==> src/rtl/dat_mem_pkg.sv <==
// rtl/dat_mem_pkg.sv - shared types and defaults for the data memory arbiter
package dat_mem_pkg;

  localparam int AW_DEF = 8;
  localparam int DW_DEF = 8;

  typedef enum logic {
    ST_INIT = 1'b0,
    ST_ARB  = 1'b1
  } arb_state_t;

  typedef enum logic [1:0] {
    G_NONE = 2'd0,
    G_M0   = 2'd1,
    G_M1   = 2'd2
  } gnt_sel_t;

endpackage

==> src/rtl/dat_mem_arb_rr_arb2.sv <==
// rtl/dat_mem_arb_rr_arb2.sv - two-way round-robin grant with bounded burst lock
module rr_arb2
  import dat_mem_pkg::*;
#(
  parameter int MAX_LOCK = 4
) (
  input  logic clk,
  input  logic rst_n,
  input  logic en_i,
  input  logic req0_i,
  input  logic req1_i,
  input  logic lock0_i,
  input  logic lock1_i,
  output logic gnt0_o,
  output logic gnt1_o
);

  localparam logic [3:0] LOCK_LIM = 4'(MAX_LOCK);

  logic       prio_q, prio_d;        // 0 = m0 has priority, 1 = m1
  gnt_sel_t   last_q, last_d;
  logic       lock_q, lock_d;        // lock request of the last granted master
  logic [3:0] lock_cnt_q, lock_cnt_d;
  logic       hold0, hold1;
  gnt_sel_t   sel;

  // Grant selection: a live lock hold overrides the round-robin pointer
  always_comb begin
    hold0 = (last_q == G_M0) && lock_q && req0_i && (lock_cnt_q < LOCK_LIM);
    hold1 = (last_q == G_M1) && lock_q && req1_i && (lock_cnt_q < LOCK_LIM);
    sel   = G_NONE;
    if (en_i && req0_i && req1_i) begin
      if (hold0)       sel = G_M0;
      else if (hold1)  sel = G_M1;
      else             sel = prio_q ? G_M1 : G_M0;
    end else if (en_i && req0_i) begin
      sel = G_M0;
    end else if (en_i && req1_i) begin
      sel = G_M1;
    end
  end

  assign gnt0_o = (sel == G_M0);
  assign gnt1_o = (sel == G_M1);

  // Next-state: hand priority to the other side, count consecutive locked grants
  always_comb begin
    prio_d     = prio_q;
    last_d     = G_NONE;
    lock_d     = 1'b0;
    lock_cnt_d = 4'd0;
    case (sel)
      G_M0: begin
        prio_d     = 1'b1;
        last_d     = G_M0;
        lock_d     = lock0_i;
        lock_cnt_d = hold0 ? (lock_cnt_q + 4'd1) : 4'd1;
      end
      G_M1: begin
        prio_d     = 1'b0;
        last_d     = G_M1;
        lock_d     = lock1_i;
        lock_cnt_d = hold1 ? (lock_cnt_q + 4'd1) : 4'd1;
      end
      default: ;
    endcase
  end

  // Arbitration history registers
  always_ff @(posedge clk or negedge rst_n) begin
    if (!rst_n) begin
      prio_q     <= 1'b0;
      last_q     <= G_NONE;
      lock_q     <= 1'b0;
      lock_cnt_q <= 4'd0;
    end else begin
      prio_q     <= prio_d;
      last_q     <= last_d;
      lock_q     <= lock_d;
      lock_cnt_q <= lock_cnt_d;
    end
  end

endmodule

==> src/rtl/dat_mem_arb.sv <==
// rtl/dat_mem_arb.sv - data memory sharing between core LSU and DMA with zero-fill init
module dat_mem_arb
  import dat_mem_pkg::*;
#(
  parameter int            AW       = AW_DEF,
  parameter int            DW       = DW_DEF,
  parameter int            INIT_EN  = 1,
  parameter logic [DW-1:0] INIT_VAL = '0,
  parameter int            MAX_LOCK = 4
) (
  input  logic          clk,
  input  logic          rst_n,
  input  logic          m0_req,
  input  logic          m0_we,
  input  logic          m0_lock,
  input  logic [AW-1:0] m0_addr,
  input  logic [DW-1:0] m0_wdata,
  output logic          m0_gnt,
  output logic [DW-1:0] m0_rdata,
  input  logic          m1_req,
  input  logic          m1_we,
  input  logic          m1_lock,
  input  logic [AW-1:0] m1_addr,
  input  logic [DW-1:0] m1_wdata,
  output logic          m1_gnt,
  output logic [DW-1:0] m1_rdata,
  output logic          mem_wr_en,
  output logic [AW-1:0] mem_addr,
  output logic [DW-1:0] mem_dat_in,
  input  logic [DW-1:0] mem_dat_out,
  output logic          init_done
);

  localparam arb_state_t RST_STATE = (INIT_EN != 0) ? ST_INIT : ST_ARB;
  localparam logic       RST_DONE  = (INIT_EN == 0);
  localparam logic [AW-1:0] ONE    = {{(AW-1){1'b0}}, 1'b1};

  arb_state_t    state_q, state_d;
  logic [AW-1:0] init_cnt_q, init_cnt_d;
  logic          init_done_q, init_done_d;
  logic          arb_en;

  // Init sequencer: walk every address once, then open arbitration
  always_comb begin
    state_d     = state_q;
    init_cnt_d  = init_cnt_q;
    init_done_d = init_done_q;
    if (state_q == ST_INIT) begin
      init_cnt_d = init_cnt_q + ONE;
      if (&init_cnt_q) begin
        state_d     = ST_ARB;
        init_done_d = 1'b1;
      end
    end
  end

  // Sequencer registers; reset always restarts the fill from address 0
  always_ff @(posedge clk or negedge rst_n) begin
    if (!rst_n) begin
      state_q     <= RST_STATE;
      init_cnt_q  <= '0;
      init_done_q <= RST_DONE;
    end else begin
      state_q     <= state_d;
      init_cnt_q  <= init_cnt_d;
      init_done_q <= init_done_d;
    end
  end

  assign init_done = init_done_q;
  assign arb_en    = rst_n && (state_q == ST_ARB);

  rr_arb2 #(
    .MAX_LOCK(MAX_LOCK)
  ) u_arb (
    .clk    (clk),
    .rst_n  (rst_n),
    .en_i   (arb_en),
    .req0_i (m0_req),
    .req1_i (m1_req),
    .lock0_i(m0_lock),
    .lock1_i(m1_lock),
    .gnt0_o (m0_gnt),
    .gnt1_o (m1_gnt)
  );

  // Memory port mux; everything is forced low while reset is asserted
  always_comb begin
    mem_wr_en  = 1'b0;
    mem_addr   = '0;
    mem_dat_in = '0;
    if (rst_n) begin
      if (state_q == ST_INIT) begin
        mem_wr_en  = 1'b1;
        mem_addr   = init_cnt_q;
        mem_dat_in = INIT_VAL;
      end else if (m0_gnt) begin
        mem_wr_en  = m0_we;
        mem_addr   = m0_addr;
        mem_dat_in = m0_wdata;
      end else if (m1_gnt) begin
        mem_wr_en  = m1_we;
        mem_addr   = m1_addr;
        mem_dat_in = m1_wdata;
      end
    end
  end

  // Read data is only presented to the master owning a read access this cycle
  always_comb begin
    m0_rdata = (m0_gnt && !m0_we) ? mem_dat_out : '0;
    m1_rdata = (m1_gnt && !m1_we) ? mem_dat_out : '0;
  end

endmodule

==> config.mk <==
export PLATFORM = sky130hd
export DESIGN_NAME = dat_mem_arb
export DESIGN_NICKNAME = d
export VERILOG_FILES = /design/src/rtl/dat_mem_pkg.sv /design/src/rtl/dat_mem_arb_rr_arb2.sv /design/src/rtl/dat_mem_arb.sv
export SDC_FILE = /design/constraint.sdc
export NUM_CORES = 1
export LEC_CHECK = 0
export ABC_AREA = 1
export ABC_CLOCK_PERIOD_IN_PS = 3800
export BUFFER_PORTS_ARGS = -buffer_cell sky130_fd_sc_hd__buf_2
export CORE_MARGIN = 4
export CORE_UTILIZATION = 46
export DETAILED_ROUTE_END_ITERATION = 16
export PLACE_DENSITY = 0.85
export SYNTH_ARGS = -nofsm -noshare
export SYNTH_HDL_FRONTEND = slang
export SYNTH_SLANG_ARGS = --single-unit
==> constraint.sdc <==
create_clock -name clk -period 3.8 [get_ports clk]
set_input_delay 0.76 -clock clk [delete_from_list [all_inputs] [get_ports clk]]
set_output_delay 0.76 -clock clk [all_outputs]
set_load 0.1 [all_outputs]
==> metrics <==
final core utilization=between 80% and 90%; CP required=3040 ps; Area growth, synth to finish=71.3%; post-synthesis xor/xnor area fraction=between 3 and 4%; busiest layer in global routing=met2; htree depth=1; TritonCTS clock tree=built; RePlAce Congestion=between 1 and 1.5; count of pins over their slew limit=0; Synth Instances=between 150 and 200; RSZ-0062 raised after global routing=false; Bufs on Longest Clock Path=2; final instance area=about 0.0023 mm^2; Core Area=between 0.002 and 0.003 mm^2; unique cell type count in the Yosys netlist=29; layout cells sized above 1=48.3%; GRT Overall Usage=between 20 and 25%; CP Max Fanout=8; root buffer cell=clkbuf_4; worst-skew pair later-pin latency=~300 ps; Seq/Total Area, Yosys=between 30% and 40%; vias in the first global route=1542; hold_ws=about 270 ps; Die ar.=just under 0.004 mm^2; GR Util met3=about 3.8%; mux contribution to synthesized area=0%; max cap viols=0; Nets=319; Max VDD drop=between 200 and 250 uV; hold_buf cts=0; Worst Setup Path Type=primary input to output pin; fin crit share=between 90% and 100%; normalized max-slew margin=50.9%; CTS Buf Count=3; #FFs+latches synth=18; residual DRC count=0; post-synthesis simple-gate area fraction=a little over a quarter; die height=62.6 um; post-route ant nets=0; Site Rows=19; Arr. time, crit path=2750 ps; Antenna diodes=0; drt wl/cell=around 15 um; M1 GR Usage=approximately a quarter; CTS-repair resized insts=0; Finished Layout Cells=between 200 and 300; clk slew on worst S/H paths=around 100 ps; antenna violations before repair=0; status=finished clean; Iteration-0 DRC Markers=slightly below 100; Yosys top cell area share=about a third; Post-Synth Adder-Cell Area=approximately 4.6%; Placed Cells incl. Taps=292; Setup Buffers After CTS=0; pre-CTS setup slack=roughly 340 ps; fmax=approximately 280 MHz; vias per cell=~5.2; top post-synthesis cells by area=dfrtp_1 (33%), nor2_1 (8.5%), nand2_1 (7.1%); kind of start point of the critical path=primary input; ys async rst share=between 90% and 100%; routed vias=about 1600; boundary pin count=84; Placed Area=~0.0023 mm^2; yosys warns=0; Cell Pwr Density=around 160 mW/mm^2; Primary FF master, synth=dfrtp_1; Synth Area in Compound Gates=a little under a fifth; CTS Sinks=18; initial core utilization=between 40 and 50%; Hold Vio Cnt, Final=0; pin count of the biggest net entering global routing=23; syn avg cell area=7.44 um^2; PortBufs=between 80 and 90; hpwl dp=~3700 um; Die Width=62.6 um; smallest setup slack after layout=about 290 ps; mapped cell area=0.00137 mm^2; remaining global-route overflow=0; Slew @ Worst Pin=about 740 ps; minimum clock period=3510 ps; critical path endpoint category=output pin; drt first pass iters=4; largest family of logic cells by synthesized area=simple AND/OR/NAND/NOR gates; final wirelength=around 4400 um; EDFF count, synth=0; first-pass GRT wire length=7320 um; area leader, netlist=dfrtp_1; M2 GR Usage=43.8%; Hold Path Class=primary input to asynchronous set/reset pin; Worst Skew=between 8 and 9 ps; Syn Nets=237; Pleak=approximately 1.1 nW; final setup violation count=0
worst paths after layout:
kind	slack [ps]	cells after the start	to	start
min in group clk	490	2	init_done$_DFFE_PN0P_	init_done$_DFFE_PN0P_
max in group asynchronous	3080	2	init_cnt_q[6]$_DFFE_PN0N_	rst_n
max	290	13	m0_rdata[0]	m1_req
max reg2reg	1690	10	u_arb.lock_cnt_q[1]$_DFF_PN0_	u_arb.lock_cnt_q[2]$_DFF_PN0_
min reg2reg	490	2	init_done$_DFFE_PN0P_	init_done$_DFFE_PN0P_
min	270	1	u_arb.last_q[1]$_DFF_PN0_	rst_n
layout make-up:
class | instances | area (um^2)
multi-input cells | 132 | 897
fillers | 175 | 460
well taps | 31 | 38.8
flip-flops and latches | 18 | 450
inverters | 25 | 93.8
repair buffers | 86 | 828
clock buffers | 4 | 36.3
report_power, final:
part / switching, mW / internal (mW)
sequential: 0.000240 / 0.192
combinational: 0.0405 / 0.0291
clock: 0.0580 / 0.0584
worst max-delay path, cell delays in order:
cell     delay [ps]
buf_2           110
nand2_1          60
inv_1            50
nand3_1         100
nand2_1          80
nand3_1          80
nand2_1         110
inv_1            80
ha_2            310
inv_1           120
or2_1           480
nor2_4          210
buf_12          190
state kept, by name, indices dropped and copies added (netlist names):
name / cells
init_cnt_q: 8
init_done: 1
state_q: 1
u_arb.last_q: 2
u_arb.lock_cnt_q: 4
u_arb.lock_q: 1
u_arb.prio_q: 1
cells in the mapped netlist, types with 3 or more instances:
library cell,count
o21ai_0,8
nand3_1,9
nand4_1,3
nor2_1,31
xnor2_1,4
a21oi_2,5
dfrtp_1,18
ha_1,5
nand2_2,5
a22oi_1,9
a21oi_1,12
buf_2,5
inv_1,25
nand2_1,26
cell usage in the layout (no fill, tap or decap), types with 2 or more instances in the layout:
cell	count
buf_2	57
nand2_1	26
buf_12	26
inv_1	25
dfrtp_1	18
nor2_1	15
a21oi_1	10
nor2_2	9
nand3_1	9
a22oi_1	9
nor2_4	9
o21ai_0	7
a21oi_4	6
nand2_2	5
xnor2_1	4
ha_1	4
nand4_1	3
clkbuf_4	3
buf_4	3
a22oi_2	2
or2_1	2
xor2_1	2
layer usage:
layer	part of all wire [%]	wire (um)
met5	0	0
met4	1.6	69
met3	7.5	334
met2	54	2420
met1	37	1630
cell families after synthesis:
group | count (synthesis)
AOI/OAI and AO/OA | 39
xor gates and xnor gates | 6
adders and majority gates | 5
buffers and inverters | 34
DFF | 18
other | 1
and+or+nand+nor | 81
through the flow:
| stage | total power, mW | setup TNS (ps) |
|---|---|---|
| finish | 0.378 | 0 |
| global route | 0.395 | 0 |
| CTS | 0.381 | 0 |
| detailed placement | 0.266 | 0 |
| global placement | 0.264 | 0 |
| floorplan | 0.224 | -445 |
(Power assumes the default switching activity.)
